File: config.mk
export PLATFORM = sky130hd
export DESIGN_NAME = opacc_drain_flat
export DESIGN_NICKNAME = d
export VERILOG_FILES = /design/src/rtl/opacc_drain_if.sv /design/src/rtl/opacc_drain.sv /design/src/flat_wrapper.sv
export SDC_FILE = /design/constraint.sdc
export NUM_CORES = 1
export LEC_CHECK = 0
export BUFFER_PORTS_ARGS = -buffer_cell sky130_fd_sc_hd__buf_4
export CAP_MARGIN = 20
export CORE_ASPECT_RATIO = 1.2
export CORE_MARGIN = 2
export CORE_UTILIZATION = 40
export DETAILED_ROUTE_END_ITERATION = 8
export GPL_ROUTABILITY_DRIVEN = 0
export HOLD_SLACK_MARGIN = 0.03
export PLACE_DENSITY = 0.67
export SLEW_MARGIN = 20
export SYNTH_ARGS = -nofsm -noshare
export SYNTH_HDL_FRONTEND = slang
export SYNTH_SLANG_ARGS = --single-unit
File: constraint.sdc
create_clock -name clk -period 7.2 [get_ports clk]
set_clock_uncertainty 0.1 [all_clocks]
set_input_delay 1.44 -clock clk [delete_from_list [all_inputs] [get_ports clk]]
set_output_delay 1.44 -clock clk [all_outputs]
set_load 0.005 [all_outputs]
File: src/rtl/opacc_drain_if.sv
// Request/result handshake bundle for opacc_drain.
//   req_*  : drain request channel (requester -> drain)
//   out_*  : drained row stream (drain -> consumer)
//   done   : one-cycle completion pulse (drain -> requester)
// master = requester/consumer side, slave = opacc_drain.
interface opacc_drain_if #(
  parameter int AW = 1,
  parameter int DW = 256
) ();
  logic          req_valid;
  logic          req_ready;
  logic [AW-1:0] req_addr;
  logic [7:0]    req_rows;
  logic          out_valid;
  logic          out_ready;
  logic [DW-1:0] out_data;
  logic          out_last;
  logic          done;

  modport master (
    output req_valid, req_addr, req_rows, out_ready,
    input  req_ready, out_valid, out_data, out_last, done
  );

  modport slave (
    input  req_valid, req_addr, req_rows, out_ready,
    output req_ready, out_valid, out_data, out_last, done
  );
endinterface

File: src/rtl/opacc_drain.sv
// opacc_drain: drains rows of one accumulator set out of an outer-product
// array. Each issued row is read-and-cleared (ci=0 loaded back), returns on
// co LAT cycles later and lands in a first-word-fall-through FIFO. Issue is
// credit-limited so the array, which cannot stall, never overruns the FIFO.
//
// Ports:
//   clk, reset_n   clock, async active-low reset
//   bus (slave)    req_valid/req_ready/req_addr/req_rows,
//                  out_valid/out_ready/out_data/out_last, done
//   ci_valid       row-shift strobe to the array
//   cst_addr       store address, cld_addr load address (same set)
//   ci             load data (always zero: read-and-clear)
//   co             row from the array, valid LAT cycles after ci_valid
//   stall_cnt      cycles ISSUE was blocked by credit
//
// Optional feature: define OPACC_DRAIN_STALLCNT_EN to build the saturating
// credit-stall counter; otherwise stall_cnt is tied to zero.

// Per-lane FIFO storage; pointers and control are shared from the top.
module opacc_drain_lane #(
  parameter int DEPTH = 4,
  parameter int XLEN  = 64,
  parameter int PW    = 2
) (
  input  logic            clk,
  input  logic            we,
  input  logic [PW-1:0]   wptr,
  input  logic [XLEN-1:0] wdata,
  input  logic [PW-1:0]   rptr,
  output logic [XLEN-1:0] rdata
);
  logic [XLEN-1:0] mem [DEPTH];

  always_ff @(posedge clk)
    if (we) mem[wptr] <= wdata;

  assign rdata = mem[rptr];
endmodule

module opacc_drain #(
  parameter  int nregs = 2,
  parameter  int vl    = 4,
  parameter  int XLEN  = 64,
  parameter  int LAT   = 3,
  parameter  int DEPTH = 4,
  localparam int AW    = (nregs > 1) ? $clog2(nregs) : 1,
  localparam int DW    = vl * XLEN
) (
  input  logic          clk,
  input  logic          reset_n,
  opacc_drain_if.slave  bus,
  output logic          ci_valid,
  output logic [AW-1:0] cst_addr,
  output logic [AW-1:0] cld_addr,
  output logic [DW-1:0] ci,
  input  logic [DW-1:0] co,
  output logic [31:0]   stall_cnt
);
  localparam int PW = (DEPTH > 1) ? $clog2(DEPTH) : 1;
  localparam int CW = $clog2(DEPTH + 1);
  localparam int SW = $clog2(DEPTH + LAT + 1) + 1;

  typedef enum logic [1:0] {IDLE, ISSUE, FLUSH} state_t;

  typedef struct packed {
    logic [AW-1:0] addr;
    logic [7:0]    rem;
  } req_t;

  state_t        state, state_n;
  req_t          req_q;
  logic          done_q, done_n;

  // In-flight tracking: stage i holds the row issued i+1 cycles ago.
  logic [LAT-1:0] vld_pipe, last_pipe;

  logic [CW-1:0]  fifo_cnt;
  logic [PW-1:0]  wr_ptr, rd_ptr;
  logic [DEPTH-1:0] last_mem;

  logic [SW-1:0]  inflight, occ_sum;
  logic           accept, credit_ok, issue, last_row, push, pop, empty, drained;
  logic [vl-1:0][XLEN-1:0] lane_rd;

  function automatic logic [PW-1:0] ptr_inc(input logic [PW-1:0] p);
    return (p == PW'(DEPTH - 1)) ? '0 : p + 1'b1;
  endfunction

  // ---------------- control ----------------
  always_comb begin
    inflight = '0;
    for (int i = 0; i < LAT; i++) inflight = inflight + SW'(vld_pipe[i]);
  end

  assign empty    = (fifo_cnt == '0);
  assign push     = vld_pipe[LAT-1];
  assign pop      = !empty && bus.out_ready;
  assign accept   = (state == IDLE) && bus.req_valid;
  // Credit counts this cycle's pop as freed space: the row being popped
  // leaves before any newly issued row can reach the FIFO.
  assign occ_sum  = SW'(fifo_cnt) + inflight - SW'(pop);
  assign credit_ok = occ_sum < SW'(DEPTH);
  assign issue    = (state == ISSUE) && credit_ok;
  assign last_row = (req_q.rem == 8'd1);
  assign drained  = (inflight == '0) && empty;

  always_comb begin
    state_n = state;
    done_n  = 1'b0;
    case (state)
      IDLE: begin
        if (accept) begin
          if (bus.req_rows == 8'd0) done_n  = 1'b1;
          else                      state_n = ISSUE;
        end
      end
      ISSUE: if (issue && last_row) state_n = FLUSH;
      FLUSH: begin
        if (drained) begin
          done_n  = 1'b1;
          state_n = IDLE;
        end
      end
      default: state_n = IDLE;
    endcase
  end

  always_ff @(posedge clk or negedge reset_n) begin
    if (!reset_n) begin
      state  <= IDLE;
      done_q <= 1'b0;
      req_q  <= '0;
    end else begin
      state  <= state_n;
      done_q <= done_n;
      if (accept)     req_q <= '{addr: bus.req_addr, rem: bus.req_rows};
      else if (issue) req_q.rem <= req_q.rem - 8'd1;
    end
  end

  always_ff @(posedge clk or negedge reset_n) begin
    if (!reset_n) begin
      vld_pipe  <= '0;
      last_pipe <= '0;
    end else begin
      vld_pipe[0]  <= issue;
      last_pipe[0] <= issue && last_row;
      for (int i = 1; i < LAT; i++) begin
        vld_pipe[i]  <= vld_pipe[i-1];
        last_pipe[i] <= last_pipe[i-1];
      end
    end
  end

  // ---------------- FIFO ----------------
  always_ff @(posedge clk or negedge reset_n) begin
    if (!reset_n) begin
      fifo_cnt <= '0;
      wr_ptr   <= '0;
      rd_ptr   <= '0;
      last_mem <= '0;
    end else begin
      fifo_cnt <= fifo_cnt + CW'(push) - CW'(pop);
      if (push) begin
        last_mem[wr_ptr] <= last_pipe[LAT-1];
        wr_ptr           <= ptr_inc(wr_ptr);
      end
      if (pop) rd_ptr <= ptr_inc(rd_ptr);
    end
  end

  for (genvar g = 0; g < vl; g++) begin : g_lane
    opacc_drain_lane #(.DEPTH(DEPTH), .XLEN(XLEN), .PW(PW)) u_lane (
      .clk   (clk),
      .we    (push),
      .wptr  (wr_ptr),
      .wdata (co[g*XLEN +: XLEN]),
      .rptr  (rd_ptr),
      .rdata (lane_rd[g])
    );
  end

  // ---------------- outputs ----------------
  assign bus.req_ready = (state == IDLE);
  assign bus.done      = done_q;
  assign bus.out_valid = !empty;
  // Gated by occupancy so the stream reads zero whenever nothing is queued.
  assign bus.out_data  = empty ? '0 : lane_rd;
  assign bus.out_last  = !empty && last_mem[rd_ptr];

  assign ci_valid = issue;
  assign cst_addr = req_q.addr;
  assign cld_addr = req_q.addr;
  assign ci       = '0;

`ifdef OPACC_DRAIN_STALLCNT_EN
  always_ff @(posedge clk or negedge reset_n) begin
    if (!reset_n) stall_cnt <= '0;
    else if ((state == ISSUE) && !credit_ok && (stall_cnt != '1))
      stall_cnt <= stall_cnt + 32'd1;
  end
`else
  assign stall_cnt = '0;
`endif
endmodule

File: src/flat_wrapper.sv
// flat-port wrapper written by rule: the top's interface ports become plain ports
module opacc_drain_flat 
#(
  parameter  int nregs = 2,
  parameter  int vl    = 4,
  parameter  int XLEN  = 64,
  parameter  int LAT   = 3,
  parameter  int DEPTH = 4,
  localparam int AW    = (nregs > 1) ? $clog2(nregs) : 1,
  localparam int DW    = vl * XLEN
)
  (clk, reset_n, ci_valid, cst_addr, cld_addr, ci, co, stall_cnt, bus_req_valid, bus_req_addr, bus_req_rows, bus_out_ready, bus_req_ready, bus_out_valid, bus_out_data, bus_out_last, bus_done);
  opacc_drain_if #(.AW((1)), .DW(DW)) bus_i ();
  input  logic clk;
  input  logic reset_n;
  output logic ci_valid;
  output logic [AW-1:0] cst_addr;
  output logic [AW-1:0] cld_addr;
  output logic [DW-1:0] ci;
  input  logic [DW-1:0] co;
  output logic [31:0] stall_cnt;
  input wire logic [$bits(bus_i.req_valid)-1:0] bus_req_valid;
  input wire logic [$bits(bus_i.req_addr)-1:0] bus_req_addr;
  input wire logic [$bits(bus_i.req_rows)-1:0] bus_req_rows;
  input wire logic [$bits(bus_i.out_ready)-1:0] bus_out_ready;
  output wire logic [$bits(bus_i.req_ready)-1:0] bus_req_ready;
  output wire logic [$bits(bus_i.out_valid)-1:0] bus_out_valid;
  output wire logic [$bits(bus_i.out_data)-1:0] bus_out_data;
  output wire logic [$bits(bus_i.out_last)-1:0] bus_out_last;
  output wire logic [$bits(bus_i.done)-1:0] bus_done;
  assign bus_i.req_valid = bus_req_valid;
  assign bus_i.req_addr = bus_req_addr;
  assign bus_i.req_rows = bus_req_rows;
  assign bus_i.out_ready = bus_out_ready;
  assign bus_req_ready = bus_i.req_ready;
  assign bus_out_valid = bus_i.out_valid;
  assign bus_out_data = bus_i.out_data;
  assign bus_out_last = bus_i.out_last;
  assign bus_done = bus_i.done;
  opacc_drain #(.nregs(nregs), .vl(vl), .XLEN(XLEN), .LAT(LAT), .DEPTH(DEPTH)) u_core (.clk(clk), .reset_n(reset_n), .bus(bus_i), .ci_valid(ci_valid), .cst_addr(cst_addr), .cld_addr(cld_addr), .ci(ci), .co(co), .stall_cnt(stall_cnt));
endmodule
# Word-level counts from Yosys, hierarchy flattened
# Memories as Yosys holds them, arrays and structs flattened.
# Index checks and enable logic that the tools add are counted.
[classes] n_addsub=9 n_lt_le_gt_ge=4 eq_ne=9 mux=21 reduce_logical=14
[op_table] op="$mux W256" count=1
[op_table] op="$mux W8" count=2
[op_table] op="$mux W2" count=6
[op_table] op="$eq A8 B1 Y1 const B" count=1
[op_table] op="$logic_not A8 Y1" count=1
[op_table] op="$sub A8 B1 Y8 const B" count=1
[op_table] op="$logic_and A1 B1 Y1" count=7
[op_table] op="$mux W1" count=7
[op_table] op="$eq A2 B2 Y1 const B" count=3
[op_table] op="$lt A2 B3 Y1 const B" count=2
[op_table] op="$pmux W2 S3" count=1
[op_table] op="$add A2 B1 Y2 const B" count=2
[op_table] op="$add A3 B4 Y4" count=1
[op_table] op="$add A4 B1 Y4" count=1
[op_table] op="$bwmux W4" count=1
[op_table] op="$logic_not A4 Y1" count=1
[op_table] op="$lt A4 B3 Y1 const B" count=1
[op_table] op="$ne A2 B1 Y1 const B" count=2
[op_table] op="$ne A2 B2 Y1 const B" count=2
[op_table] op="$reduce_and A4 Y1" count=1
[op_table] op="$sub A4 B1 Y4" count=1
[op_table] op="$add A3 B1 Y3" count=1
[op_table] op="$logic_not A3 Y1" count=1
[op_table] op="$sub A3 B1 Y3" count=1
[op_table] op="9 further kinds" count=9
[word_totals] regBits=29 mem_bits_rw=1024 in_bits=269 output_inout_bits=551 elab_cells=71 memories=4
[mem_list] memory="u_core.g_lane[0].u_lane.mem" words=4 word_bits=64 read_ports=1 rd_clocked_by_memory_dff=0 write_ports=1 line_no="opacc_drain.sv:32" source="logic [XLEN-1:0] mem [DEPTH];"
[mem_list] memory="u_core.g_lane[1].u_lane.mem" words=4 word_bits=64 read_ports=1 rd_clocked_by_memory_dff=0 write_ports=1 line_no="opacc_drain.sv:32"
[mem_list] memory="u_core.g_lane[2].u_lane.mem" words=4 word_bits=64 read_ports=1 rd_clocked_by_memory_dff=0 write_ports=1 line_no="opacc_drain.sv:32"
[mem_list] memory="u_core.g_lane[3].u_lane.mem" words=4 word_bits=64 read_ports=1 rd_clocked_by_memory_dff=0 write_ports=1 line_no="opacc_drain.sv:32"

# Depth between registers and ports, before layout
# Gate-level depths: netlist (run 1).
[depth] depth_word=9 depth_mapped=12 mapped_depth_nobuf=12

# Modules after synthesis
# From an unflattened synthesis (run 1), not the netlist that was laid out.
[hier_totals] cells_unflattened=2071 area_unflattened_um2=42816.1
[modules_own_cells] mod="opacc_drain_lane" n_inst=4 cells_per_inst=338 area_per_inst_um2=9341.5 seq_area_each_um2=7687.4
[modules_own_cells] mod="opacc_drain" n_inst=1 cells_per_inst=719 area_per_inst_um2=5450.2 seq_area_each_um2=725.7

# Least setup slack after synthesis (run 1)
# OpenSTA, ideal clock, no wires.
[synth_path] path_kind="register -> register" from="register u_core.vld_pipe[2]" to="register u_core.last_mem[1]" setup_time_ns=0.096 arrival_ns=7.426 t_required_ns=7.004 setup_slack_ns=-0.422 stages_incl_launch_ff=4 n_path_buf=1 period_less_slack_ns=7.622 path_cell_list="dfrtp_1 > clkbuf_1 > and2_1 > mux2_2"
[synth_rtl] element="start, declared" line_no="opacc_drain.sv:75" source="logic [LAT-1:0] vld_pipe, last_pipe;"
[synth_rtl] element="start signal, assigned by index" line_no="opacc_drain.sv:149" source="vld_pipe[i] <= vld_pipe[i-1];"
[synth_rtl] element="end signal, assigned by index" line_no="opacc_drain.sv:165" source="last_mem[wr_ptr] <= last_pipe[LAT-1];"
[synth_rtl] element="end, declared" line_no="opacc_drain.sv:79" source="logic [DEPTH-1:0] last_mem;"

# Worst setup path after layout (run 1)
[layout_path] from="register u_core.vld_pipe[2]" to="output ci_valid"
[layout_between] elab_chain_cells=5
[layout_rtl] element="$add A4 B1 Y4" line_no="opacc_drain.sv:92" source="for (int i = 0; i < LAT; i++) inflight = inflight + SW'(vld_pipe[i]);"
[layout_rtl] element="$add A3 B4 Y4" line_no="opacc_drain.sv:101" source="assign occ_sum = SW'(fifo_cnt) + inflight - SW'(pop);"
[layout_rtl] element="$sub A4 B1 Y4" line_no="opacc_drain.sv:101"
[layout_rtl] element="$lt A4 B3 Y1" line_no="opacc_drain.sv:102" source="assign credit_ok = occ_sum < SW'(DEPTH);"
[layout_rtl] element="$logic_and A1 B1 Y1" line_no="opacc_drain.sv:103" source="assign issue = (state == ISSUE) && credit_ok;"
[layout_rtl] element="end, declared" line_no="flat_wrapper.sv:16" source="output logic ci_valid;"
# No other way between the ends.

==> results.sh, run 1 <==
export IMPL_drt_iter0_drc=1274
export IMPL_ys_warn_count=0
export IMPL_max_stage_delay_ns=0.53
export IMPL_internal_power_uw=14440
export IMPL_io_buffers=531
export IMPL_reg2reg_depth=12
export IMPL_setup_viol=0
export IMPL_cts_resized_gates=0
export IMPL_root_buffer="clkbuf_16"
export IMPL_cts_tree="done"
export IMPL_crit_fanout=12
export IMPL_yosys_register_bits=1053
export IMPL_finalPower_uw=20300
export IMPL_dp_hpwl_um=58970
export IMPL_hp_start="u_core.last_pipe[0]"
export IMPL_post_cts_buffers=0
export IMPL_fin_nets=2921
export IMPL_wirelength_met1_um=34660
export IMPL_r2r_slack_ns=3.71
export IMPL_power_frac_clock_pct=26.7
export IMPL_slowest_stage="dfrtp_1"
export IMPL_grt_pass1_wl_um=138200
export IMPL_path_clk_slew_ns=0.06
export IMPL_rsz0062_at_grt="no"
export IMPL_drt_pass1_iterations=5
export IMPL_ctsHoldBuffers=0
export IMPL_synth_fa_ha_area_share_pct=0.5380
export IMPL_drv_slew=0
export IMPL_clockBufferDepth=3
export IMPL_vias_per_cell=4.863
export IMPL_p_comb_share_pct=33.5
export IMPL_synth_cells=2072
export IMPL_drtAntennaViolNets=0
export IMPL_die_w_um=301.0
export IMPL_cts_made_buffers=104
export IMPL_start_kind="flop"
export IMPL_post_route_period_util_pct=66.80
export IMPL_reg2reg_to="u_core.req_q[4]"
export IMPL_rows=130
export IMPL_wl_met3_um=7048
export IMPL_yosysSeqAreaShare_pct=74.36
export IMPL_core_um2=104800
export IMPL_synthXorXnorAreaFrac_pct=0.1242
export IMPL_min_path_cells=0
export IMPL_drive_gt1_share_pct=35.97
export IMPL_wire_per_inst_um=22.88
export IMPL_grt_pass1_vias=21018
export IMPL_hold_path_class="reg -> reg"
export IMPL_htree_num_levels=3
export IMPL_crit_start="u_core.vld_pipe[2]"
export IMPL_worstMarginPinSlew_ns=1.038
export IMPL_peakVddDrop_mv=0.2976
export IMPL_die_area_um2=108400
export IMPL_num_vias=20026
export IMPL_regToRegStartpoint="u_core.vld_pipe[0]"
export IMPL_status="finished clean"
export IMPL_netlist_cell_type_count=43
export IMPL_fill_cells=8579
export IMPL_antenna_found_initial=27
export IMPL_design_area_um2=50370
export IMPL_path_cells="fa_1 > inv_1 > ha_1 > inv_1 > ha_1 > nand4b_1 > o311a_4 > mux2_2 > buf_4"
export IMPL_syn_area_um2=42330
export IMPL_ioPinCount=820
export IMPL_holdPathEnd="u_core.last_pipe[1]"
export IMPL_synth_top_family_by_area="multiplexers"
export IMPL_drv_cap=0
export IMPL_seq_power_share_pct=39.8
export IMPL_crit_required_ns=5.66
export IMPL_p_sw_share_pct=28.88
export IMPL_gr_usage_all_layers_pct=17.16
export IMPL_die_y_um=360.4
export IMPL_cp_end_kind="output port"
export IMPL_finalCriticalPeriod_ns=4.809
export IMPL_area_growth_syn_to_layout_pct=18.99
export IMPL_cts_sink_count=1053
export IMPL_highest_layer="met5"
export IMPL_synth_compound_area_share_pct=0.3370
export IMPL_slew_headroom_pct=30.81
export IMPL_fin_hold_ws_ns=0.2528
export IMPL_hold_viol=0
export IMPL_finalNonFillerCells=4118
export IMPL_dp_cells=3914
export IMPL_leakagePower_uw=0.01761
export IMPL_grt_max_degree=147
export IMPL_overflow=0
export IMPL_muxShareOfSynthArea_pct=13.93
export IMPL_cp_arrival_ns=3.27
export IMPL_tns_ns=0
export IMPL_ys_flop_type="edfxtp_1"
export IMPL_worstSkewPairLatency_ns=0.68
export IMPL_yosys_area_share_simple_pct=4.570
export IMPL_initial_core_util_pct=40.41
export IMPL_synth_edf_count=1024
export IMPL_fmax_ghz=0.2079
export IMPL_crit_type="reg -> out"
export IMPL_p_switching_uw=5862
export IMPL_drt_wl_total_um=94240
export IMPL_async_reset_ff_share_pct=2.754
export IMPL_cellPowerDensity_nw_per_um2=403.1
export IMPL_dr_wl_met2_um=49260
export IMPL_syn_avg_cell_area_um2=20.43
export IMPL_post_dp_cell_area_um2=46890
export IMPL_drcViolationCount=0
[area by class of cell]
cell class              instances  area (µm²)  area share (%)
inverters                      14       52.55          0.1043
repair buffers                550        4299           8.535
flip-flops and latches       1053       31480           62.50
clock inverters                58       669.4           1.329
multi-input cells             912        9350           18.56
well taps                    1386        1734           3.443
diodes                         13       32.53         0.06459
clock buffers                 132        2748           5.455
[worst max-delay path by stage]
stage | endpoint | slack (ns) | cells past startpoint
floorplan | u_core.last_mem[1] | 2.66 | 3
finish | ci_valid | 2.39 | 9
CTS | bus_out_data[166] | 2.04 | 4
detailed placement | ci_valid | 2.40 | 8
global placement | ci_valid | 2.39 | 8
global route | ci_valid | 2.24 | 9
[layout by cell type (no fill, tap or decap), drive strengths merged, types with 3 or more instances in the layout]
cell	netlist	routed
edfxtp	1024	1024
buf	322	550
conb	1	288
and2	264	264
mux4	257	257
clkbuf	58	132
clkinv	0	33
dfrtp	29	29
inv	14	23
ha	15	15
diode	0	13
nand2	12	12
bufinv	0	12
nor2	11	11
mux2	9	9
nor3	6	6
a31oi	5	5
xnor2	4	4
o21ai	4	4
clkinvlp	0	4
nor4	3	3
or4	3	3
or3	3	3
o31ai	3	3
[synth_stat cells (6+ instances only)]
cell type | instances | share of area, %
mux2_2 | 7 | 0.19
nor2_1 | 11 | 0.098
buf_1 | 8 | 0.071
nor3_1 | 6 | 0.071
edfxtp_1 | 1024 | 73
clkbuf_1 | 58 | 0.51
mux4_2 | 257 | 14
nand2_1 | 12 | 0.11
buf_2 | 25 | 0.30
ha_1 | 15 | 0.44
dfrtp_1 | 29 | 1.7
and2_1 | 263 | 3.9
inv_1 | 14 | 0.12
buf_4 | 289 | 5.1
[cells by family (layout without fill, tap and decap cells)]
group,after synthesis,count (layout)
simple gates,316,316
xor+xnor,6,6
fa+ha+maj,17,17
flops,1053,1053
compound gates,19,19
mux,266,266
buf+inv,394,754
other cells,1,301
[metal layers]
layer / up-vias / global-route usage (%)
met2: 785 / 29.50
met1: 10377 / 20.20
met5: - / 0
met3: 163 / 4.690
li1: 8691 / -
met4: 10 / 7.248
[stage by stage]
step	worst slack, ns	util [%]
CTS	2.043	48.03
finish	2.391	48.08
floorplan	2.660	-
global route	2.242	48.08
global placement	2.390	44.76
detailed placement	2.395	44.76
[sequential cells by signal, indices dropped and copies added, names as in the netlist]
register	flops
u_core.last_mem	4
u_core.rd_ptr	2
u_core.cld_addr	1
u_core.g_lane.u_lane.mem	1024
u_core.state	2
u_core.req_q	8
u_core.fifo_cnt	3
u_core.vld_pipe	3
u_core.wr_ptr	2
u_core.last_pipe	3
u_core.bus.done	1
[worst max-delay path, delay by kind of cell (launching register included)]
family | cells | cell delay, ns
fa+ha+maj | 3 | 0.96
flops | 1 | 0.53
mux | 1 | 0.41
buf+inv | 3 | 0.29
compound gates | 1 | 0.26
simple gates | 1 | 0.13
[power groups by stage]
stage	Clock (µW)	Sequential [µW]	Combinational, µW
6_report	5420	8070	6810
5_1_grt	5780	8150	7340
4_1_cts	5560	8130	6920
3_5_place_dp	0	8260	6890
3_3_place_gp	0	8180	6840
2_1_floorplan	0	8120	3870
Note: power is estimated with default switching activity, not from simulation.
==> run 2, diff against run 1 <==
==> constraint.sdc (replaced) <==
create_clock -name clk -period 4.1 [get_ports clk]
set_clock_uncertainty 0.1 [all_clocks]
set_input_delay 0.82 -clock clk [delete_from_list [all_inputs] [get_ports clk]]
set_output_delay 0.82 -clock clk [all_outputs]
set_load 0.005 [all_outputs]
==> results.sh, run 2 (synthesized netlist as in run 1, its figures left out) <==
export IMPL_fin_hold_ws_ns=0.2242
export IMPL_cts_tree="done"
export IMPL_peakVddDrop_mv=0.5369
export IMPL_final_cell_mix="edfxtp_1, buf_4, conb_1, and2_1, mux4_2"
export IMPL_status="finished clean"
export IMPL_p_switching_uw=10420
export IMPL_grt_pass1_wl_um=141100
export IMPL_overflow=0
export IMPL_worstMarginPinSlew_ns=0.9128
export IMPL_drcViolationCount=0
export IMPL_dp_hpwl_um=64520
export IMPL_post_route_period_util_pct=96.42
export IMPL_wire_per_inst_um=23.18
export IMPL_start_kind="flop"
export IMPL_grt_pass1_vias=21476
export IMPL_drt_wl_total_um=96790
export IMPL_hold_viol=0
export IMPL_cp_arrival_ns=3.03
export IMPL_rows=130
export IMPL_vias_per_cell=4.887
export IMPL_final_common_cell="edfxtp_1"
export IMPL_leakagePower_uw=0.01795
export IMPL_fin_nets=2963
export IMPL_cts_made_buffers=101
export IMPL_slew_headroom_pct=39.15
export IMPL_cts_sink_count=1053
export IMPL_die_y_um=360.4
export IMPL_finalCriticalPeriod_ns=3.953
export IMPL_worstSkewPairLatency_ns=0.69
export IMPL_drive_gt1_share_pct=37.30
export IMPL_core_um2=104800
export IMPL_die_area_um2=108400
export IMPL_die_w_um=301.0
export IMPL_ioPinCount=820
export IMPL_rsz0062_at_grt="no"
export IMPL_seq_power_share_pct=38.8
export IMPL_htree_num_levels=3
export IMPL_largest_reg_flops=1024
export IMPL_cellPowerDensity_nw_per_um2=708.6
export IMPL_finalPower_uw=36180
export IMPL_io_buffers=531
export IMPL_fmax_ghz=0.2530
export IMPL_drv_cap=0
export IMPL_root_buffer="clkbuf_16"
export IMPL_crit_type="reg -> out"
export IMPL_area_growth_syn_to_layout_pct=20.62
export IMPL_fill_cells=8545
export IMPL_p_sw_share_pct=28.81
export IMPL_p_comb_share_pct=34.7
export IMPL_crit_required_ns=3.18
export IMPL_crit_fanout=7
export IMPL_internal_power_uw=25760
export IMPL_drt_iter0_drc=1264
export IMPL_top_register="u_core.g_lane.u_lane.mem"
export IMPL_setup_viol=0
export IMPL_clockBufferDepth=3
export IMPL_crit_start="u_core.vld_pipe[0]"
export IMPL_hold_path_class="in -> reg"
export IMPL_path_clk_slew_ns=0.06
export IMPL_power_frac_clock_pct=26.5
export IMPL_antenna_found_initial=44
export IMPL_reg_largest_list="u_core.g_lane.u_lane.mem: 1024 flops, u_core.req_q: 8 flops, u_core.last_mem: 4 flops"
export IMPL_initial_core_util_pct=40.41
export IMPL_hp_start="co[116]"
export IMPL_drt_pass1_iterations=5
export IMPL_drtAntennaViolNets=0
export IMPL_num_vias=20403
export IMPL_cp_end_kind="output port"
export IMPL_grt_max_degree=91
export IMPL_gr_usage_all_layers_pct=17.66
export IMPL_regToRegStartpoint="u_core.vld_pipe[0]"
export IMPL_drv_slew=0
-- run 2: layout make-up --
type                            instances  area (µm²)  area share (%)
Sequential cell                      1053       31480           61.67
Clock inverter                         73       808.3           1.583
Multi-Input combinational cell        912        9383           18.38
Inverter                               14       52.55          0.1029
Timing Repair Buffer                  595        4870           9.538
Clock buffer                          117        2661           5.213
Tap cell                             1386        1734           3.397
Antenna cell                           25       62.56          0.1225
-- run 2: critical path, stage by stage (launching register included) --
cell     delay, ns
dfrtp_1       0.41
ha_1          0.31
ha_1          0.18
ha_1          0.21
inv_1         0.06
ha_1          0.21
inv_1         0.08
ha_4          0.22
and4b_1       0.20
mux2_4        0.32
buf_4         0.16
-- run 2: final timing paths --
path                       slack, ns  depth (start not counted)                            endpoint
max                             0.15                         10                            ci_valid
min                             0.22                          1  u_core.g_lane[1].u_lane.mem[0][52]
max reg2reg                     0.80                         11                     u_core.req_q[7]
min reg2reg                     0.25                          0                 u_core.last_pipe[2]
max in group asynchronous       3.03                          2                    u_core.rd_ptr[1]
min in group asynchronous       0.51                          2                     u_core.cld_addr
-- run 2: stage by stage --
stage | setup slack, ns | setup TNS (ns) | cell area, µm² | std cells | util, %
after floorplan | -0.4401 | -302.58 | 43410 | 2359 | -
after global placement | 0.5770 | 0 | 47440 | 3955 | 45.29
after detailed placement | 0.5612 | 0 | 47440 | 3955 | 45.29
after CTS | 0.05600 | 0 | 50960 | 4149 | 48.65
after global routing | 0.001141 | 0 | 51060 | 4175 | 48.74
final | 0.1468 | 0 | 51060 | 4175 | 48.74
-- run 2: layer usage --
metal	global-route usage (%)	vias to the layer above	wire length, µm
met5	0	-	115
met4	9.004	18	3719
met3	5.840	172	8175
met2	29.49	832	49480
met1	20.21	10586	35300
li1	-	8795	-
-- run 2: power by group through the flow --
stage	Clock, µW	Combinational, µW	Sequential, µW
final	9590	12500	14000
after global routing	10200	13500	14200
after CTS	9820	12900	14100
after detailed placement	0	12700	14300
after global placement	0	12600	14100
after floorplan	0	6800	14300
-- run 2: what timing repair did --
action	4_1_cts	5_1_grt
resized for setup	4	1
endpoints found under the setup margin	1	1
setup buffers	3	0
pin swaps	1	0
hold endpoints to repair	29	0
hold buffers	1	0
gates cloned	0	0
